### src/rtl/alarm_time_setter.sv
// Alarm time setter: two raw keys drive a BCD HH:MM edit FSM.
// Ports: CLK, RST (async, active-high), key_mode, key_inc (raw buttons);
//   hour_t, hour_o, min_t, min_o (BCD digits), blink_en (per-digit blink
//   enable [3]=hour_t..[0]=min_o), setting (not IDLE), done (commit pulse).
// Optional macro DEBOUNCE_EN adds a DEB_CYCLES stable-level debouncer.
module alarm_time_setter #(
    parameter int DEB_CYCLES = 16
) (
    input  logic       CLK,
    input  logic       RST,
    input  logic       key_mode,
    input  logic       key_inc,
    output logic [3:0] hour_t,
    output logic [3:0] hour_o,
    output logic [3:0] min_t,
    output logic [3:0] min_o,
    output logic [3:0] blink_en,
    output logic       setting,
    output logic       done
);

    typedef enum logic [1:0] {
        IDLE     = 2'd0,
        SET_HOUR = 2'd1,
        SET_MIN  = 2'd2
    } state_t;

    // Bit 0 = mode key, bit 1 = inc key.
    logic [1:0] raw;
    logic [1:0] sync1_q;
    logic [1:0] sync2_q;
    logic [1:0] lvl;
    logic [1:0] prev_q;
    logic [1:0] armed_q;
    logic [1:0] warm_q;
    logic [1:0] press;

    assign raw = {key_inc, key_mode};

    // warm_q[1] rises once the synchronizers hold post-reset samples, so a
    // key held across reset release is seen as held, never as a new press.
    always_ff @(posedge CLK or posedge RST) begin
        if (RST) begin
            sync1_q <= 2'b00;
            sync2_q <= 2'b00;
            prev_q  <= 2'b00;
            armed_q <= 2'b00;
            warm_q  <= 2'b00;
        end else begin
            sync1_q <= raw;
            sync2_q <= sync1_q;
            prev_q  <= lvl;
            warm_q  <= {warm_q[0], 1'b1};
            armed_q <= armed_q | ({2{warm_q[1]}} & ~sync2_q & ~lvl);
        end
    end

`ifdef DEBOUNCE_EN
    localparam int CW = (DEB_CYCLES > 1) ? $clog2(DEB_CYCLES) : 1;

    logic [1:0]    lvl_q;
    logic [CW-1:0] cnt_q [2];

    always_ff @(posedge CLK or posedge RST) begin
        if (RST) begin
            lvl_q    <= 2'b00;
            cnt_q[0] <= '0;
            cnt_q[1] <= '0;
        end else begin
            for (int i = 0; i < 2; i++) begin
                if (sync2_q[i] == lvl_q[i]) begin
                    cnt_q[i] <= '0;
                end else if (cnt_q[i] == CW'(DEB_CYCLES - 1)) begin
                    lvl_q[i] <= sync2_q[i];
                    cnt_q[i] <= '0;
                end else begin
                    cnt_q[i] <= cnt_q[i] + 1'b1;
                end
            end
        end
    end

    assign lvl = lvl_q;
`else
    assign lvl = sync2_q;
`endif

    assign press = lvl & ~prev_q & armed_q;

    // Next BCD values for one increment step.
    logic [3:0] hour_t_d, hour_o_d, min_t_d, min_o_d;
    logic [3:0] hour_t_q, hour_o_q, min_t_q, min_o_q;

    always_comb begin
        hour_t_d = hour_t_q;
        hour_o_d = hour_o_q;
        if (hour_t_q == 4'd2 && hour_o_q == 4'd3) begin
            hour_t_d = 4'd0;
            hour_o_d = 4'd0;
        end else if (hour_o_q == 4'd9) begin
            hour_t_d = hour_t_q + 4'd1;
            hour_o_d = 4'd0;
        end else begin
            hour_o_d = hour_o_q + 4'd1;
        end
    end

    always_comb begin
        min_t_d = min_t_q;
        min_o_d = min_o_q;
        if (min_o_q == 4'd9) begin
            min_o_d = 4'd0;
            min_t_d = (min_t_q == 4'd5) ? 4'd0 : min_t_q + 4'd1;
        end else begin
            min_o_d = min_o_q + 4'd1;
        end
    end

    state_t     state_q;
    logic [3:0] blink_q;
    logic       setting_q;
    logic       done_q;

    // Mode takes priority: an inc press on the same cycle is dropped.
    always_ff @(posedge CLK or posedge RST) begin
        if (RST) begin
            state_q   <= IDLE;
            hour_t_q  <= 4'd0;
            hour_o_q  <= 4'd0;
            min_t_q   <= 4'd0;
            min_o_q   <= 4'd0;
            blink_q   <= 4'b0000;
            setting_q <= 1'b0;
            done_q    <= 1'b0;
        end else begin
            done_q <= 1'b0;
            if (press[0]) begin
                unique case (state_q)
                    IDLE: begin
                        state_q   <= SET_HOUR;
                        blink_q   <= 4'b1100;
                        setting_q <= 1'b1;
                    end
                    SET_HOUR: begin
                        state_q   <= SET_MIN;
                        blink_q   <= 4'b0011;
                        setting_q <= 1'b1;
                    end
                    SET_MIN: begin
                        state_q   <= IDLE;
                        blink_q   <= 4'b0000;
                        setting_q <= 1'b0;
                        done_q    <= 1'b1;
                    end
                    default: begin
                        state_q   <= IDLE;
                        blink_q   <= 4'b0000;
                        setting_q <= 1'b0;
                    end
                endcase
            end else if (press[1]) begin
                if (state_q == SET_HOUR) begin
                    hour_t_q <= hour_t_d;
                    hour_o_q <= hour_o_d;
                end else if (state_q == SET_MIN) begin
                    min_t_q <= min_t_d;
                    min_o_q <= min_o_d;
                end
            end
        end
    end

    assign hour_t   = hour_t_q;
    assign hour_o   = hour_o_q;
    assign min_t    = min_t_q;
    assign min_o    = min_o_q;
    assign blink_en = blink_q;
    assign setting  = setting_q;
    assign done     = done_q;

endmodule

### config.mk
export PLATFORM = sky130hd
export DESIGN_NAME = alarm_time_setter
export DESIGN_NICKNAME = d
export VERILOG_FILES = /design/src/rtl/alarm_time_setter.sv
export SDC_FILE = /design/constraint.sdc
export NUM_CORES = 1
export LEC_CHECK = 0
export ABC_AREA = 0
export BUFFER_PORTS_ARGS = -buffer_cell sky130_fd_sc_hd__buf_2
export CAP_MARGIN = 30
export CORE_AREA = 2 2 53 60
export DETAILED_ROUTE_END_ITERATION = 6
export DIE_AREA = 0 0 55 62
export PLACE_DENSITY = 0.72
export SETUP_SLACK_MARGIN = 0.1
export SYNTH_ARGS = -nofsm -noshare
export SYNTH_HDL_FRONTEND = slang
export SYNTH_SLANG_ARGS = --single-unit
### constraint.sdc
create_clock -name CLK -period 1.6 [get_ports CLK]
set_input_delay 0.16 -clock CLK [delete_from_list [all_inputs] [get_ports CLK]]
set_output_delay 0.16 -clock CLK [all_outputs]
set_load 0.005 [all_outputs]
==> flow_metrics.tcl <==
set metrics [dict create \
    outcome "completed" \
    hp-class "reg2reg" \
    wirelength_um 2358 \
    p_per_area_nw_per_um2 1321 \
    worstPathCellList "nor3b_4 > nand3_2 > or3_4 > mux2_4" \
    synth_edf_count 0 \
    slew_viol_final 0 \
    vias_per_cell 5.078 \
    area_growth_syn_to_layout_pct 28.30 \
    dieArea_um2 3410 \
    ys_ff_latch 30 \
    nNetsFinal 163 \
    clockPowerShare_pct 26.4 \
    p_total_w 0.002234 \
    grt_max_degree 19 \
    initial_core_util_pct 45.58 \
    cp.required_ns 1.83 \
    path_max_fanout 3 \
    grt_pass1_vias 865 \
    cts.path.max_buffers 2 \
    layout-drive-gt1-share_pct 36.71 \
    drt-pass1-iter-count 4 \
    clock_sinks 30 \
    htreeDepth 2 \
    ant_nets 0 \
    grt_overflow 0 \
    setup_viol 0 \
    setup-tns-final_ns 0 \
    critical_path.top_delay_family "simple AND/OR/NAND/NOR gates" \
    clk_pin_slew_ns 0.10 \
    fin_worst_skew_ns 0.01498 \
    antenna_found_initial 0 \
    wl_per_cell_um 12.28 \
    yosysWarnings 0 \
    dp_hpwl_um 1732 \
    critPathBufInv 0 \
    syn-cell-area_um2 1318 \
    rows 21 \
    core_um2 2890 \
    power_frac_seq_pct 45.8 \
    yosysSeqAreaShare_pct 56.98 \
    drtIter0Drc 10 \
    post-route-min-period_ns 1.487 \
    switchingPower_w 0.0006960 \
    cts_made_buffers 5 \
    netSwitchingFraction_pct 31.16 \
    syn_avg_cell_area_um2 11.56 \
    async_reset_ff_share_pct 100.0 \
    rsz0062_at_grt "true" \
    slew-limit-headroom_pct 63.84 \
    critical_path.endpoint_type "register" \
    cp.arrival_ns 1.72 \
    synth_ff_type "dfrtp_1" \
    vias 975 \
    cp_slowest_stage_delay_ns 0.42 \
    critPathSlowestCell "dfrtp_1" \
    dieWidth_um 55 \
    hold_viol_final 0 \
    io_buffers 25 \
    setup_ws_ns 0.1133 \
    synthCells 114 \
    num_antenna_cells 0 \
    path_class "reg2reg" \
    p_comb_share_pct 27.8 \
    pre_cts_ws_ns 0.07836 \
    clock_latency_ns 0.33 \
    p_leak_nw 0.8149 \
    tightest_slew_ns 0.5418 \
    grtUsageTotal_pct 15.83 \
    critPathLaunchType "register" \
    synth_fp_nets 120 \
    pin_count 26 \
    cts_root_buf "clkbuf_4" \
    period_share_pct 92.92 \
    drc 0 \
    grt_pass1_wl_um 3732 \
    peakVddDrop_mv 0.8291 \
    intPower_w 0.001538 \
    cap_violations 0 \
    die_h_um 62 \
    clock.fmax_ghz 0.6726 \
    cts_tree "done" \
    ys_types 35 \
    gp_congestion 0.7877 \
]
## cell usage after synthesis, drive strengths merged (2+ instances only)
cell type,count,area share (%)
nor4,2,0.95
and3b,2,1.3
nand2,9,2.8
dfrtp,30,57
nand3,3,1.5
nor2,6,1.7
xor2,3,2.0
inv,7,2.0
a31oi,3,1.4
ha,2,1.9
buf,2,1.1
xnor2,3,2.0
nand2b,3,1.4
nor3,4,1.5
o21ai,4,1.5
mux2,4,3.7
a21oi,3,1.1
nor2b,4,1.9
a21o,3,1.7
nand3b,4,2.6
mux2i,3,2.3
## registers in the layout, summed over array words and instances (netlist names), 2 cells and up
register  flops
warm_q        2
prev_q        2
hour_o        4
lvl           2
hour_t        4
armed_q       2
min_o         4
min_t         4
sync1_q       2
## kinds of logic after synthesis
kind of cell | count (synthesis) | share of synthesized area [%]
AOI/OAI and AO/OA | 16 | 7.503
muxes | 7 | 5.982
adders and majority gates | 2 | 1.899
xor gates and xnor gates | 6 | 3.989
and+or+nand+nor | 43 | 20.23
other | 1 | 0.2846
buffers and inverters | 9 | 3.134
DFF | 30 | 56.98
## routing by layer
| metal | vias up | track usage [%] | routed length [um] |
|---|---|---|---|
| li1 | 485 | - | - |
| met1 | 464 | 19.44 | 1029 |
| met2 | 18 | 24.15 | 1145 |
| met3 | 8 | 6.699 | 128 |
| met4 | 0 | 7.317 | 55 |
| met5 | - | 0 | 0 |
## layout by cell type (no fill, tap or decap), drive strengths merged, types with 2 or more instances in the layout
cell	count
nand3	3
mux2	4
buf	35
nand2b	3
a21oi	3
nand2	9
clkbuf	5
ha	2
nor2	6
dfrtp	30
nor3	4
clkinv	2
dlygate4sd3	3
xnor2	3
o21ai	4
nand3b	4
and3b	2
mux2i	3
inv	7
xor2	3
a21o	3
nor2b	4
a31oi	3
nor4	2
## final timing paths
check / start / to / slack (ns) / depth (start not counted)
max: min_o[2] / min_t[1] / 0.11 / 4
min: sync1_q[0] / lvl[0] / 0.35 / 0
max reg2reg: min_o[2] / min_t[1] / 0.11 / 4
min reg2reg: sync1_q[0] / lvl[0] / 0.35 / 0
max in group asynchronous: RST / sync1_q[0] / 0.71 / 4
min in group asynchronous: RST / min_o[0] / 0.40 / 3
## stage by stage
step,util [%],std cells,hold slack (ns),cell area [um^2]
floorplan,-,114,0.1914,1319
global placement,53.68,180,0.2307,1551
CTS,57.88,192,0.3511,1673
global route,58.48,192,0.3579,1690
finish,58.48,192,0.3541,1690
detailed placement,53.68,180,0.2293,1551
## power by group through the flow
stage	combinational (W)	clock [W]	sequential, W
4_1_cts	0.000621	0.000599	0.00102
3_3_place_gp	0.000594	0	0.00102
2_1_floorplan	0.000304	0	0.00106
5_1_grt	0.000692	0.000634	0.00105
6_report	0.000620	0.000590	0.00102
3_5_place_dp	0.000607	0	0.00103
## layout make-up
type                       count  area [um^2]
clock buffer                   5        37.54
timing repair buffer          38        242.7
multi-input combinational     75        549.3
tap                           34        42.54
fill                         256         1200
sequential                    30        752.0
inverter                       7        26.28
clock inverter                 3        40.04
## timing repair
action | in CTS | in global routing
resized for setup | 2 | 4
pin swaps | 1 | 0
hold buffers | 3 | 0
setup endpoints to repair | 4 | 8
hold endpoints to repair | 14 | 0
gates cloned | 0 | 0
setup buffers | 1 | 0
Power figures use the tool's default switching activity.
